**config.mk**
```make
export PLATFORM = sky130hd
export DESIGN_NAME = spike_rate_decoder
export DESIGN_NICKNAME = d
export VERILOG_FILES = /design/src/rtl/spike_rate_decoder.sv
export SDC_FILE = /design/constraint.sdc
export NUM_CORES = 1
export LEC_CHECK = 0
export ABC_AREA = 1
export ABC_CLOCK_PERIOD_IN_PS = 4850
export CORE_MARGIN = 2
export CORE_UTILIZATION = 45
export DETAILED_ROUTE_END_ITERATION = 16
export PLACE_DENSITY = 0.68
export SLEW_MARGIN = 0
export SYNTH_ARGS = -nofsm -noshare
export SYNTH_HDL_FRONTEND = slang
export SYNTH_SLANG_ARGS = --single-unit
```
**constraint.sdc**
```tcl
create_clock -name clk -period 4.85 [get_ports clk]
set_input_delay 0.485 -clock clk [delete_from_list [all_inputs] [get_ports clk]]
set_output_delay 0.485 -clock clk [all_outputs]
set_load 0.1 [all_outputs]
```
**src/rtl/spike_rate_decoder.sv**
```systemverilog
`default_nettype none
// +--------------------------------------------------------------------------+
// | Module   : spike_rate_decoder                                            |
// | Function : Recovers numbers from a spike train: saturating spike count   |
// |            over a programmable window of 2^(window_sel+4) cycles, plus   |
// |            inter-spike interval measurement.                             |
// | Options  : SPIKE_ISI_EN - when defined, builds the ISI counter and the   |
// |            isi_out/isi_valid outputs; otherwise those outputs are 0.     |
// | Revision : 1.0  initial release                                          |
// +--------------------------------------------------------------------------+
module spike_rate_decoder #(
   parameter int CNT_W = 8,
   parameter int SEL_W = 3
) (
   input  logic             clk,
   input  logic             rst_n,
   input  logic             en,
   input  logic             spike_in,
   input  logic [SEL_W-1:0] window_sel,
   output logic [CNT_W-1:0] rate_out,
   output logic             rate_valid,
   output logic             rate_sat,
   output logic [CNT_W-1:0] isi_out,
   output logic             isi_valid
);

   // Window counter must reach 2^(2^SEL_W - 1 + 4) - 1, the longest window.
   localparam int               c_win_w   = (1 << SEL_W) + 3;
   localparam logic [CNT_W-1:0] c_cnt_max = '1;

   typedef enum logic [0:0] {
      IDLE  = 1'b0,
      COUNT = 1'b1
   } state_t;

   state_t             r_state;
   logic [SEL_W-1:0]   r_sel;
   logic [c_win_w-1:0] r_win_cnt;
   logic [CNT_W-1:0]   r_spk_cnt;
   logic               r_sat_flag;

   logic [c_win_w-1:0] w_win_last;
   logic               w_at_last;
   logic               w_spk_max;
   logic [CNT_W-1:0]   w_spk_next;
   logic               w_sat_next;

   // Terminal window count N-1 = 2^(r_sel+4)-1 as a mask of low ones.
   always_comb begin
      w_win_last = '0;
      for (int i = 0; i < c_win_w; i++) begin
         w_win_last[i] = (i < (int'(r_sel) + 4));
      end
   end

   assign w_at_last  = (r_win_cnt == w_win_last);
   assign w_spk_max  = (r_spk_cnt == c_cnt_max);
   assign w_spk_next = r_spk_cnt + CNT_W'(spike_in && !w_spk_max);
   // Saturation means a spike arrived while the count was already at max.
   assign w_sat_next = r_sat_flag | (spike_in & w_spk_max);

   // Run/stop state machine, window counting and registered rate outputs.
   always_ff @(posedge clk or negedge rst_n) begin
      if (!rst_n) begin
         r_state    <= IDLE;
         r_sel      <= '0;
         r_win_cnt  <= '0;
         r_spk_cnt  <= '0;
         r_sat_flag <= 1'b0;
         rate_out   <= '0;
         rate_sat   <= 1'b0;
         rate_valid <= 1'b0;
      end else begin
         rate_valid <= 1'b0;
         case (r_state)
            IDLE: begin
               r_win_cnt  <= '0;
               r_spk_cnt  <= '0;
               r_sat_flag <= 1'b0;
               if (en) begin
                  r_state <= COUNT;
                  r_sel   <= window_sel;
               end
            end
            COUNT: begin
               if (!en) begin
                  // Partial window is thrown away.
                  r_state    <= IDLE;
                  r_win_cnt  <= '0;
                  r_spk_cnt  <= '0;
                  r_sat_flag <= 1'b0;
               end else if (w_at_last) begin
                  rate_out   <= w_spk_next;
                  rate_sat   <= w_sat_next;
                  rate_valid <= 1'b1;
                  r_win_cnt  <= '0;
                  r_spk_cnt  <= '0;
                  r_sat_flag <= 1'b0;
                  r_sel      <= window_sel;
               end else begin
                  r_win_cnt  <= r_win_cnt + c_win_w'(1);
                  r_spk_cnt  <= w_spk_next;
                  r_sat_flag <= w_sat_next;
               end
            end
            default: r_state <= IDLE;
         endcase
      end
   end

`ifdef SPIKE_ISI_EN
   logic [CNT_W-1:0] r_isi_cnt;
   logic             r_seen_spike;
   logic             w_isi_max;

   assign w_isi_max = (r_isi_cnt == c_cnt_max);

   // Inter-spike interval: runs across window boundaries, only while sampling.
   always_ff @(posedge clk or negedge rst_n) begin
      if (!rst_n) begin
         r_isi_cnt    <= '0;
         r_seen_spike <= 1'b0;
         isi_out      <= '0;
         isi_valid    <= 1'b0;
      end else begin
         isi_valid <= 1'b0;
         if (r_state == COUNT && en) begin
            if (spike_in) begin
               if (r_seen_spike) begin
                  isi_out   <= w_isi_max ? c_cnt_max : r_isi_cnt + CNT_W'(1);
                  isi_valid <= 1'b1;
               end
               r_isi_cnt    <= '0;
               r_seen_spike <= 1'b1;
            end else if (!w_isi_max) begin
               r_isi_cnt <= r_isi_cnt + CNT_W'(1);
            end
         end else begin
            // Idle, entry edge or stop edge: forget any earlier spike.
            r_isi_cnt    <= '0;
            r_seen_spike <= 1'b0;
         end
      end
   end
`else
   assign isi_out   = '0;
   assign isi_valid = 1'b0;
`endif

endmodule
`default_nettype wire

```
-- Yosys cells after proc, flatten, opt, wreduce, memory -nomap -nowiden
Index checks and enable logic that the tools add are counted.
- flip-flop bits (word level): 34
- bits of input ports: 7
- output and inout bits: 19
- word-level logic and storage cells: 51
- add/subtract/negate cells: 3
- $lt $le $gt $ge: 11
- equality and inequality tests: 5
- multiplexer cells: 17
- bitwise logic cells: 3
- reductions and logical operators: 4
- operators by type and width (cell ; number):
    $lt 4x32->1 const A ; 4
    $lt 3x32->1 const A ; 2
    $lt 5x32->1 const A ; 2
    $lt 1x32->1 const A ; 1
    $lt 2x32->1 const A ; 1
    $mux 11 ; 2
    $pmux 11 s2 ; 1
    $mux 8 ; 2
    $pmux 8 s2 ; 1
    $add 11x1->11 const B ; 1
    $eq 11x11->1 ; 1
    $mux 3 ; 3
    $add 8x1->8 ; 1
    $eq 8x8->1 const B ; 1
    $mux 1 ; 6
    $pmux 3 s2 ; 1
    $reduce_and 3->1 ; 2
    $add 3x3->4 const B ; 1
    $lt 4x4->1 const A ; 1
    $ne 2x2->1 const B ; 2
    $ne 2x1->1 const B ; 1
    $pmux 1 s2 ; 1
    $and 1x1->1 ; 1
    $logic_and 1x1->1 ; 1
    other kinds (3) ; 3

-- Longest topological paths before layout
- word-level depth: 7
- mapped depth: 12
- gate-level depth less buffers: 12

-- Worst setup path after synthesis
Ideal clock, no wire load.
- path type: register -> register
- from: reg r_spk_cnt[4]
- to: reg rate_out[4]
- data arrival time: 1511 ps
- path slack: 3214 ps
- stages on the path, launching flop included: 11
- path buffers: 0
- clock period less this slack: 1636 ps
- path through: dfrtp_1 -> nand3_1 -> nor2_1 -> a31oi_1 -> ha_1 -> ha_1 -> nand3_1 -> xor2_1 -> inv_1 -> nand2_1 -> nand2_1
- cells in the longest elaborated chain, start to end: 4
- RTL lines (item ; RTL line ; text):
    start: declaration ; 39 ; logic [CNT_W-1:0] r_spk_cnt;
    start signal: assignment ; 102 ; r_spk_cnt <= w_spk_next;
    $eq 8x8->1 ; 57 ; assign w_spk_max = (r_spk_cnt == c_cnt_max);
    $logic_not 1->1 ; 58 ; assign w_spk_next = r_spk_cnt + CNT_W'(spike_in && !w_spk_max);
    $logic_and 1x1->1 ; 58 ;
    $add 8x1->8 * ; 58 ;
    end signal: assignment ; 93 ; rate_out <= w_spk_next;
    end: declaration ; 20 ; output logic [CNT_W-1:0] rate_out,
Every way passes the cells marked *; elsewhere a longest branch is shown, timed or not.
A chain may end at the register's enable or synchronous reset.

-- Worst setup path after layout
- from: reg rate_out[5]
- to: out rate_out[5]
No word-level cell between the ends.

==> impl_summary.log <==
INFO  metric synth.yosys.seq_area_share = 47.6%
INFO  metric grt_usage = 17.4%
INFO  metric skew = 0.00744 ns
INFO  metric clock_latency = 0.29 ns
INFO  metric final_net_count = 252
INFO  metric layout.cells.most_common = sky130_fd_sc_hd__nand2_1
INFO  metric route.detailed.drc = 0
INFO  metric detailedRoute.firstIterationViolations = 70
INFO  metric routed_via_density = 4.69
INFO  metric synth.cell_area = 1790 um^2
INFO  metric floorplan.die_area = 4490 um^2
INFO  metric routabilityCongestion = 0.856
INFO  metric diodes = 0
INFO  metric yosys_warnings = 0
INFO  metric synth_cells = 223
INFO  metric synth.ff_latch_count = 34
INFO  metric cts_tree = yes
INFO  metric crit_type = register to output port
INFO  metric grt_setup_unrepaired = no
INFO  metric largest_net_degree_at_the_start_of_global_routing = 35
INFO  metric final_max_slew_viols = 0
INFO  metric clock_tree.buffer_depth = 2
INFO  metric cts.clk_slew.worst_paths = 0.07 ns
INFO  metric syn_area_per_cell = 8.02 um^2
INFO  metric drtPass1Iterations = 5
INFO  metric synth_top_cells_by_area = sky130_fd_sc_hd__dfrtp_1, sky130_fd_sc_hd__nand2_1, sky130_fd_sc_hd__inv_1
INFO  metric critPathLaunchType = register
INFO  metric timing_hold_violations_final = 0
INFO  metric route.detailed.wl_per_inst = 11.2 um
INFO  metric slowest_stage = sky130_fd_sc_hd__clkdlybuf4s50_1
INFO  metric setup_tns = 0 ns
INFO  metric cts_hold_buf = 0
INFO  metric tritoncts.num_buffers = 5
INFO  metric worst_ir_drop_vdd = 0.237 mV
INFO  metric effective_utilization_at_floorplan = 47.8%
INFO  metric path_cells = clkdlybuf4s50_1
INFO  metric outcome = finished clean
INFO  metric grt_first_pass_wirelength = 5720 um
INFO  metric initial_antenna_violation_count = 0
INFO  metric leakage = 1.05 nW
INFO  metric num_io_pins = 26
INFO  metric cts_setup_buffers = 0
INFO  metric timing.critical_path.required = 4.37 ns
INFO  metric timing.final.crit_period = 2.27 ns
INFO  metric timing_worst_slew_pin_value = 0.984 ns
INFO  metric worst_slew_margin_rel = 34.2%
INFO  metric final-setup-viol-count = 0
INFO  metric groute.layer.met2.usage = 27.7%
INFO  metric ys_dominant_reg_cell = sky130_fd_sc_hd__dfrtp_1
INFO  metric number_of_synthesized_flops_with_an_enable_pin = 0
INFO  metric ys_types = 24
INFO  metric post_cts_resized = 0
INFO  metric period_share = 46.8%
INFO  metric critPathMaxStageDelay = 1.15 ns
INFO  metric core_area = 3740 um^2
INFO  metric htreeDepth = 2
INFO  metric post_route_cells_drive_above_1_share = 6.17%
INFO  metric row_count = 22
INFO  metric grt_pass1_vias = 1273
INFO  metric cts_root_buf = sky130_fd_sc_hd__clkbuf_8
INFO  metric grt.met1_usage = 22.2%
INFO  metric synth_top_cell_by_area = sky130_fd_sc_hd__dfrtp_1
INFO  metric whs = 0.478 ns
INFO  metric worst_ep_arrival_time = 1.79 ns
INFO  metric layout.cells.most_common_list = sky130_fd_sc_hd__nand2_1, sky130_fd_sc_hd__dfrtp_1, sky130_fd_sc_hd__inv_1, sky130_fd_sc_hd__nor2_1
INFO  metric crit_fanout = 2
INFO  metric p_per_area = 306 nW/um^2
INFO  metric area_growth_syn_to_layout = 15.2%
INFO  metric timing.fmax = 440 MHz
INFO  metric clock_sinks = 34
INFO  metric chipHeight = 67.0 um
INFO  metric crit_family = buffers and inverters
INFO  metric total_number_of_vias = 1364
INFO  metric synth.top_cell.area_share = 47.6%
INFO  metric port_buffers = 16
INFO  metric wl = 3250 um
INFO  metric die_width = 67.0 um
INFO  metric holdCritPathClass = register to register
INFO  metric max-cap-violations = 0
INFO  metric type_of_destination_of_the_critical_path = output port
INFO  metric gr-max-usage-layer = met2
INFO  metric place.detailed.hpwl = 2360 um
INFO  metric synth-async-reset-ratio = 100%
INFO  metric worst-path-buf-inv = 1
INFO  metric antenna_violating_nets_post_route = 0
INFO  metric grt_overflow_total = 0
INFO  metric post-route-util = 55.0%
INFO  metric use_met3 = 5.07%
synthesized netlist by cell type (3+ instances only):
master                    instances
sky130_fd_sc_hd__dfrtp_1         34
sky130_fd_sc_hd__a21oi_1          3
sky130_fd_sc_hd__inv_1           29
sky130_fd_sc_hd__xor2_1          10
sky130_fd_sc_hd__nor2_1          29
sky130_fd_sc_hd__buf_4            9
sky130_fd_sc_hd__nand4_1          3
sky130_fd_sc_hd__nor3_1           3
sky130_fd_sc_hd__ha_1             3
sky130_fd_sc_hd__nand3_1         16
sky130_fd_sc_hd__o21ai_0          9
sky130_fd_sc_hd__nand2_1         59
kinds of logic after synthesis:
family	after synthesis	synth area share, %
XOR/XNOR	12	5.88
flip-flops	34	47.6
other	1	0.210
AO/OA/AOI/OAI	14	3.99
AND/OR/NAND/NOR	117	28.6
buffers and inverters	42	11.7
adder cells (fa/ha/maj)	3	2.10
final timing paths:
| check | start | to | slack (ns) | cells past startpoint |
|---|---|---|---|---|
| max | rate_out[5] | rate_out[5] | 2.58 | 1 |
| min | r_win_cnt[0] | r_win_cnt[0] | 0.48 | 1 |
| max reg2reg | r_sel[2] | r_spk_cnt[4] | 2.65 | 9 |
| min reg2reg | r_win_cnt[0] | r_win_cnt[0] | 0.48 | 1 |
| max in group asynchronous | rst_n | r_spk_cnt[1] | 3.95 | 2 |
| min in group asynchronous | rst_n | r_win_cnt[5] | 0.59 | 2 |
layout make-up:
type	count	area (um^2)
flip-flops and latches	34	851
well taps	48	60.1
fillers	373	1680
repair buffers	17	168
clock inverters	3	45.0
inverters	29	109
clock buffers	5	68.8
multi-input cells	155	758
power breakdown:
part | leakage, nW | internal, mW | switching (mW)
logic | 0.534 | 0.0148 | 0.0561
registers | 0.466 | 0.288 | 0.00857
clock network | 0.0504 | 0.153 | 0.109
sequential cells by signal (all words and copies together) (netlist names):
| register | count |
|---|---|
| r_sel | 3 |
| r_spk_cnt | 8 |
| r_state | 1 |
| rate_out | 8 |
| rate_valid | 1 |
| rate_sat | 1 |
| r_sat_flag | 1 |
| r_win_cnt | 11 |
metal layers:
layer / vias up / share of wire (%)
li1: 709 / -
met4: 0 / 1.2
met3: 7 / 3.8
met2: 28 / 48
met5: - / 0
met1: 620 / 47
metrics by stage:
| step | setup slack (ns) | total power [mW] | instances | cell area, um^2 |
|---|---|---|---|---|
| after floorplan | 3.21 | 0.363 | 231 | 1820 |
| after global placement | 2.63 | 0.375 | 283 | 1950 |
| after detailed placement | 2.60 | 0.374 | 283 | 1950 |
| after CTS | 2.57 | 0.634 | 291 | 2060 |
| after global routing | 2.37 | 0.658 | 291 | 2060 |
| final | 2.58 | 0.630 | 291 | 2060 |
Note: power is estimated with default switching activity, not from simulation.
